`src/rtl/pc_fetch_sequencer_if.sv`:
```
// pc_fetch_sequencer_if: instruction-memory fetch handshake between sequencer and memory
interface pc_fetch_sequencer_if;
  logic        ImemReq;
  logic [31:0] ImemAddr;
  logic        ImemAck;
  logic [31:0] ImemData;
  modport master(output ImemReq, ImemAddr, input ImemAck, ImemData);
  modport slave(input ImemReq, ImemAddr, output ImemAck, ImemData);
endinterface

```
`src/rtl/pc_fetch_sequencer.sv`:
```
// pc_fetch_sequencer: handshaked, fault-checked PC sequencing through fetch and branch resolve
module pc_fetch_sequencer #(
  parameter logic [31:0] RESET_VECTOR = 32'h0000_0000,
  parameter int          TIMEOUT      = 15
) (
  input  logic                        Clock,
  input  logic                        Reset,
  input  logic                        Start,
  input  logic                        Stall,
  pc_fetch_sequencer_if.master        imem,
  output logic                        InstrValid,
  output logic [31:0]                 Instr,
  output logic [31:0]                 InstrPC,
  input  logic                        ResolveValid,
  input  logic                        Branch,
  input  logic                        Zero,
  input  logic                        Jump,
  input  logic [31:0]                 Imm,
  input  logic [31:0]                 JumpTarget,
  output logic [31:0]                 PC,
  output logic                        Busy,
  output logic                        Fault,
  output logic [1:0]                  FaultCause
);
  localparam int CW = TIMEOUT > 1 ? $clog2(TIMEOUT) : 1;
  localparam logic [CW-1:0] LAST = CW'(TIMEOUT - 1);
  localparam logic [2:0] S_IDLE = 3'd0, S_ISSUE = 3'd1, S_WAIT_ACK = 3'd2,
                         S_WAIT_RESOLVE = 3'd3, S_HALT = 3'd4;
  logic [2:0]    state;
  logic [CW-1:0] count;
  logic [31:0]   next_pc;
  always_comb next_pc = Jump ? JumpTarget : (Branch && Zero) ? PC + Imm : PC + 32'd4;
  assign imem.ImemReq  = state == S_WAIT_ACK;
  assign imem.ImemAddr = PC;
  assign Busy = state == S_ISSUE || state == S_WAIT_ACK || state == S_WAIT_RESOLVE;
  always_ff @(posedge Clock)
    if (Reset) begin
      state      <= S_IDLE;
      PC         <= RESET_VECTOR;
      count      <= '0;
      Instr      <= '0;
      InstrPC    <= '0;
      InstrValid <= 1'b0;
      Fault      <= 1'b0;
      FaultCause <= 2'b00;
    end else begin
      InstrValid <= 1'b0;
      case (state)
        S_IDLE: begin
          PC <= RESET_VECTOR;
          if (Start) state <= S_ISSUE;
        end
        S_ISSUE:
          if (!Stall) begin
            state <= S_WAIT_ACK;
            count <= '0;
          end
        S_WAIT_ACK:
          // an ack on the final allowed cycle beats the timeout
          if (imem.ImemAck) begin
            Instr      <= imem.ImemData;
            InstrPC    <= PC;
            InstrValid <= 1'b1;
            state      <= S_WAIT_RESOLVE;
          end else if (count == LAST) begin
            state      <= S_HALT;
            Fault      <= 1'b1;
            FaultCause <= 2'b01;
          end else count <= count + 1'b1;
        S_WAIT_RESOLVE:
          if (ResolveValid) begin
            if (|next_pc[1:0]) begin
              state      <= S_HALT;
              Fault      <= 1'b1;
              FaultCause <= 2'b10;
            end else begin
              PC    <= next_pc;
              state <= S_ISSUE;
            end
          end
        default: ;
      endcase
    end
endmodule
```
`src/flat_wrapper.sv`:
```
// flat-port wrapper written by rule: the top's interface ports become plain ports
module pc_fetch_sequencer_flat 
#(
  parameter logic [31:0] RESET_VECTOR = 32'h0000_0000,
  parameter int          TIMEOUT      = 15
)
  (Clock, Reset, Start, Stall, InstrValid, Instr, InstrPC, ResolveValid, Branch, Zero, Jump, Imm, JumpTarget, PC, Busy, Fault, FaultCause, imem_ImemReq, imem_ImemAddr, imem_ImemAck, imem_ImemData);
  pc_fetch_sequencer_if imem_i ();
  input  logic Clock;
  input  logic Reset;
  input  logic Start;
  input  logic Stall;
  output logic InstrValid;
  output logic [31:0] Instr;
  output logic [31:0] InstrPC;
  input  logic ResolveValid;
  input  logic Branch;
  input  logic Zero;
  input  logic Jump;
  input  logic [31:0] Imm;
  input  logic [31:0] JumpTarget;
  output logic [31:0] PC;
  output logic Busy;
  output logic Fault;
  output logic [1:0] FaultCause;
  output wire logic [$bits(imem_i.ImemReq)-1:0] imem_ImemReq;
  output wire logic [$bits(imem_i.ImemAddr)-1:0] imem_ImemAddr;
  input wire logic [$bits(imem_i.ImemAck)-1:0] imem_ImemAck;
  input wire logic [$bits(imem_i.ImemData)-1:0] imem_ImemData;
  assign imem_ImemReq = imem_i.ImemReq;
  assign imem_ImemAddr = imem_i.ImemAddr;
  assign imem_i.ImemAck = imem_ImemAck;
  assign imem_i.ImemData = imem_ImemData;
  pc_fetch_sequencer #(.RESET_VECTOR(RESET_VECTOR), .TIMEOUT(TIMEOUT)) u_core (.Clock(Clock), .Reset(Reset), .Start(Start), .Stall(Stall), .imem(imem_i), .InstrValid(InstrValid), .Instr(Instr), .InstrPC(InstrPC), .ResolveValid(ResolveValid), .Branch(Branch), .Zero(Zero), .Jump(Jump), .Imm(Imm), .JumpTarget(JumpTarget), .PC(PC), .Busy(Busy), .Fault(Fault), .FaultCause(FaultCause));
endmodule
```
`config.mk`:
```
export PLATFORM = sky130hd
export DESIGN_NAME = pc_fetch_sequencer_flat
export DESIGN_NICKNAME = d
export VERILOG_FILES = /design/src/rtl/pc_fetch_sequencer_if.sv /design/src/rtl/pc_fetch_sequencer.sv /design/src/flat_wrapper.sv
export SDC_FILE = /design/constraint.sdc
export NUM_CORES = 1
export LEC_CHECK = 0
export BUFFER_PORTS_ARGS = -buffer_cell sky130_fd_sc_hd__buf_2
export CAP_MARGIN = 30
export CORE_MARGIN = 4
export CORE_UTILIZATION = 40
export DETAILED_ROUTE_END_ITERATION = 12
export PLACE_DENSITY_LB_ADDON = 0.08
export SLEW_MARGIN = 30
export SYNTH_ARGS = -nofsm -noshare
export SYNTH_HDL_FRONTEND = slang
export SYNTH_SLANG_ARGS = --single-unit
```
`constraint.sdc`:
```
create_clock -name Clock -period 3.1 [get_ports Clock]
set_input_delay 0.31 -clock Clock [delete_from_list [all_inputs] [get_ports Clock]]
set_output_delay 0.31 -clock Clock [all_outputs]
set_load 0.02 [all_outputs]
```
# ---- Word-level counts from Yosys, hierarchy flattened
# Cells that the tools add are included.
dict set report totals {
  mem_count 0
  latch_bits 0
  reg_bits 107
  ramBits 0
  romBits 0
}
dict set report op_classes {
  shift 0
  mul 0
  eq_ne 13
  addsub 3
  reduce_logical 15
  n_bitwise 1
  div_mod_pow 0
  magnitude_cmp 0
  muxes 27
}
# op n
set ops {}
lappend ops {{32-bit 2-to-1 mux} 4}
lappend ops {{32-bit case mux with 2 select lines} 1}
lappend ops {{32-bit by 3-bit adder with 32-bit output (second input constant)} 1}
lappend ops {{32-bit adder} 1}
lappend ops {{3-bit 2-to-1 mux} 6}
lappend ops {{2-bit != test (second input constant)} 7}
lappend ops {{4-bit 2-to-1 mux} 3}
lappend ops {{3-bit case mux with 4 select lines} 1}
lappend ops {{5-bit AND reduction} 2}
lappend ops {{2-bit 2-to-1 mux} 4}
lappend ops {{4-bit case mux with 2 select lines} 1}
lappend ops {{3-bit by 2-bit == test with 1-bit output (second input constant)} 2}
lappend ops {{2-bit nonzero test} 3}
lappend ops {{1-bit 2-to-1 mux} 5}
lappend ops {{4-bit by 1-bit adder with 4-bit output (second input constant)} 1}
lappend ops {{4-bit == test (second input constant)} 1}
lappend ops {{2-bit case mux with 2 select lines} 1}
lappend ops {{4-bit AND reduction} 1}
lappend ops {{4-bit nonzero test} 1}
lappend ops {{2-bit OR reduction} 2}
lappend ops {{3-bit by 1-bit == test with 1-bit output (second input constant)} 1}
lappend ops {{3-bit logical NOT} 1}
lappend ops {{3-bit by 1-bit != test with 1-bit output (second input constant)} 1}
lappend ops {{3-bit AND reduction} 1}
lappend ops {{other kinds (6)} 7}

# ---- Longest topological paths before layout
dict set report depth {
  word_depth 7
  ltp_mapped 10
}

# ---- Worst setup path before layout
# OpenSTA, ideal clock, no wires.
dict set report synth_path {
  kind {reg-to-reg}
  startpoint {reg u_core.PC[0]}
  endpoint {reg u_core.PC[30]}
  period_less_slack_ns 2.739
  slack_ns 0.361
  path_stages_with_launch 11
  arrival_ns 2.617
  setup_time_ns 0.122
  path_cell_list {dfxtp_1 ha_1 fa_1 and4bb_2 o311a_1 nand2b_1 nor2_1 a22o_1 or2_2 o22ai_1 nor2_1}
}
dict set report synth_via {
  elab_chain_len 6
  word_cells_on_any_way 10
  cone_classes {2 x add/sub; 1 x eq/ne; 5 x mux; 2 x reduce/logical}
}
# element line
set synth_rtl {}
lappend synth_rtl {{start, declared} pc_fetch_sequencer.sv:20} ;# output logic [31:0] PC,
lappend synth_rtl {{start signal, assigned} pc_fetch_sequencer.sv:77} ;# PC <= next_pc;
lappend synth_rtl {{32-bit by 3-bit adder with 32-bit output or 32-bit adder (tied branches)} pc_fetch_sequencer.sv:32} ;# always_comb next_pc = Jump ? JumpTarget : (Branch && Zero) ? PC + Imm : PC + 32'd4;
lappend synth_rtl {{32-bit 2-to-1 mux * (2 in series)} pc_fetch_sequencer.sv:32}
lappend synth_rtl {{32-bit 2-to-1 mux or 2-bit OR reduction (tied branches)} pc_fetch_sequencer.sv:72} ;# if (|next_pc[1:0]) begin
lappend synth_rtl {{32-bit 2-to-1 mux or 2-bit != test (tied branches)} n/a}
lappend synth_rtl {{32-bit case mux with 2 select lines or 3-bit AND reduction (tied branches)} n/a}
# Every way passes the cells marked *; elsewhere a longest branch is shown, timed or not. The select of a mux whose other input is x is not followed.
# A chain may end at the register's enable or synchronous reset.

# ---- Worst setup path after layout
dict set report layout_path {
  startpoint {reg u_core.PC[0]}
  endpoint {reg u_core.PC[18]}
}
# Same word-level chain as after synthesis.

==> flow_metrics.env <==
export IMPL_status="complete, no violations"
export IMPL_drc=0
export IMPL_area_growth_pct=24.4
export IMPL_netlist_area_mm2=0.00681
export IMPL_power_frac_seq=0.437
export IMPL_powerDensity_mw_per_mm2=392
export IMPL_total_power_uw=3320
export IMPL_rsz0062_at_grt="no"
export IMPL_p_leak_uw=0.00393
export IMPL_post_synth_cell_area_avg_um2=7.56
export IMPL_cts_sinks=107
export IMPL_relSlewSlack=0.407
export IMPL_hold_viol_final=0
export IMPL_synthesis_instances=901
export IMPL_tightest_slew_ps=889
export IMPL_clock_power_share=0.367
export IMPL_synth_area_leaders="dfxtp_1, nand2_1, a21oi_1, ha_1, buf_4"
export IMPL_yosys_area_top_type="dfxtp_1"
export IMPL_rrSetupSlack_ps=350
export IMPL_wl_per_cell_um=17.6
export IMPL_clk_insertion_delay_late_ps=350
export IMPL_place_gp_congestion=0.911
export IMPL_layout_commonest_cell="buf_2"
export IMPL_switching_share=0.305
export IMPL_ys_seq_elements=107
export IMPL_dr_max_layer_used="met5"
export IMPL_synth_top_area_frac=0.315
export IMPL_final_cell_mix="buf_2, nand2_1, a21oi_1"
export IMPL_fmax_mhz=364
export IMPL_p_switching_uw=1010
export IMPL_dr_pass1_iters=5
export IMPL_vias_per_cell=5.47
export IMPL_fill_cells=1726
export IMPL_cts_setup_buffers=0
export IMPL_antenna_found_initial=1
export IMPL_core_mm2=0.0166
export IMPL_intPower_uw=2310
export IMPL_synth_distinct_cells=75
export IMPL_wl_met2_um=10900
export IMPL_worst_hold_path_type="in -> reg"
export IMPL_layout_nets=1249
export IMPL_cts_buffers_inserted=9
export IMPL_skew_ps=5.32
export IMPL_synth_fp_nets=1041
export IMPL_cts_hold_buf=0
export IMPL_fin_area_mm2=0.00847
export IMPL_dp_hpwl_um=17900
export IMPL_grt_remaining_overflow=0
export IMPL_worst_path_max_fanout=4
export IMPL_num_vias=7299
export IMPL_clk_root_buffer_cell="clkbuf_16"
export IMPL_yosysSeqAreaShare=0.315
export IMPL_maxCapViolCount=0
export IMPL_met1_length_um=10400
export IMPL_drt_antenna_violating_nets=0
export IMPL_route_met3_wl_um=1590
export IMPL_ys_flop_type="dfxtp_1"
export IMPL_setup_tns_ps=0
export IMPL_cts_tree="done"
export IMPL_period_needed_ps=2750
export IMPL_htreeDepth=3
export IMPL_crit_path_start_kind="flop"
export IMPL_die_y_um=138
export IMPL_dr_first_iter_drc_count=478
export IMPL_final_max_slew_violation_count=0
export IMPL_drive_gt1_frac=0.284
export IMPL_dieArea_mm2=0.0192
export IMPL_ios=239
export IMPL_synth_edff_count=0
export IMPL_grt_pass1_wl_um=36500
export IMPL_port_buffers=238
export IMPL_wl_um=23500
export IMPL_path_clk_slew_ps=70
export IMPL_grt_pass1_vias=6720
export IMPL_ys_warn_count=0
export IMPL_setup_viol=0
export IMPL_grt_start_max_net_pins=82
export IMPL_async_flop_share=0
export IMPL_clock_path_buffers=2
export IMPL_combPwrFrac=0.196
export IMPL_critPathKind="reg -> reg"
export IMPL_arrival_ps=3020
export IMPL_gr_usage_all_layers=0.233
export IMPL_cts_resized=0
export IMPL_place_area_mm2=0.00816
export IMPL_finalCritPeriodShare=0.887
export IMPL_ir_drop_uv=248
export IMPL_fin_util=0.509
export IMPL_start_util=0.409
export IMPL_setup_worst_path_end_class="flop"
export IMPL_core_rowCount=47
export IMPL_die_w_um=138
export IMPL_antennaDiodeCount=0
export IMPL_crit_required_ps=3370
layout make-up:
type / count / area (µm²) / area share
sequential: 107 / 2140 / 0.253
timing repair buffer: 279 / 1510 / 0.178
inverter: 12 / 45.0 / 0.00532
tap: 220 / 275 / 0.0325
clock buffer: 11 / 253 / 0.0298
clock inverter: 5 / 61.3 / 0.00724
multi-input combinational: 700 / 4180 / 0.494
layer usage:
metal  up-vias  track usage
met5         -            0
met4         2       0.0775
met3        44       0.0494
met2       276        0.377
met1      3378        0.310
li1       3599            -
worst paths after layout:
check / start / cells past startpoint / end
setup / recovery: u_core.PC[0] / 10 / u_core.PC[18]
setup reg to reg: u_core.PC[0] / 10 / u_core.PC[18]
hold reg to reg: u_core.Fault / 2 / u_core.Fault
hold / removal: JumpTarget[10] / 3 / u_core.PC[10]
through the flow:
stage                     hold WS (ps)  setup slack [ps]  instances
final                              173               350       1334
after detailed placement           437              80.3       1318
after CTS                          160               199       1334
after floorplan                    434               361        901
after global routing               178              52.0       1334
after global placement             433               153       1318
Yosys cell counts, drive strengths merged (3+ instances only):
cell,count
nand3b,3
a221o,5
nand2,184
a32oi,7
o31a,3
dfxtp,107
xnor2,22
and3,18
a21o,14
nand3,25
mux2i,3
or3,6
xor2,21
nand4,11
o211ai,5
nor3,9
a221oi,4
nor2,49
and4,5
a22oi,7
clkbuf,43
nor2b,3
o21bai,8
buf,39
a211oi,11
and2,12
ha,34
inv,11
a222oi,3
o21ai,50
o21a,4
a31oi,10
o31ai,5
a21oi,127
worst max-delay path: stages (launching register included):
cell,delay (ps)
dfxtp_1,310
ha_1,210
fa_1,420
a21oi_1,200
o21ai_1,150
a2111o_1,460
a21bo_2,230
a31oi_1,250
o31ai_1,120
xnor2_1,130
o31ai_1,190
power groups by stage:
stage	Sequential [µW]	Combinational (µW)	Clock, µW
6_report	1450	650	1220
3_5_place_dp	1480	648	0
5_1_grt	1460	716	1310
2_1_floorplan	1520	364	0
3_3_place_gp	1480	651	0
4_1_cts	1450	651	1240
registers in the layout (all words and copies together) (netlist names):
| register | cells |
|---|---|
| u_core.Instr | 32 |
| u_core.InstrPC | 32 |
| u_core.count | 4 |
| u_core.FaultCause | 2 |
| u_core.InstrValid | 1 |
| u_core.PC | 32 |
| u_core.Fault | 1 |
| u_core.state | 3 |
cells by family after synthesis:
| kind of cell | count (synthesis) | synth area share |
|---|---|---|
| AND/OR/NAND/NOR | 335 | 0.226 |
| AO/OA/AOI/OAI | 283 | 0.261 |
| flip-flops | 107 | 0.315 |
| buffers and inverters | 94 | 0.0715 |
| XOR/XNOR | 43 | 0.0553 |
| adder cells (fa/ha/maj) | 35 | 0.0654 |
| multiplexers | 4 | 0.00607 |
Power figures use the tool's default switching activity.
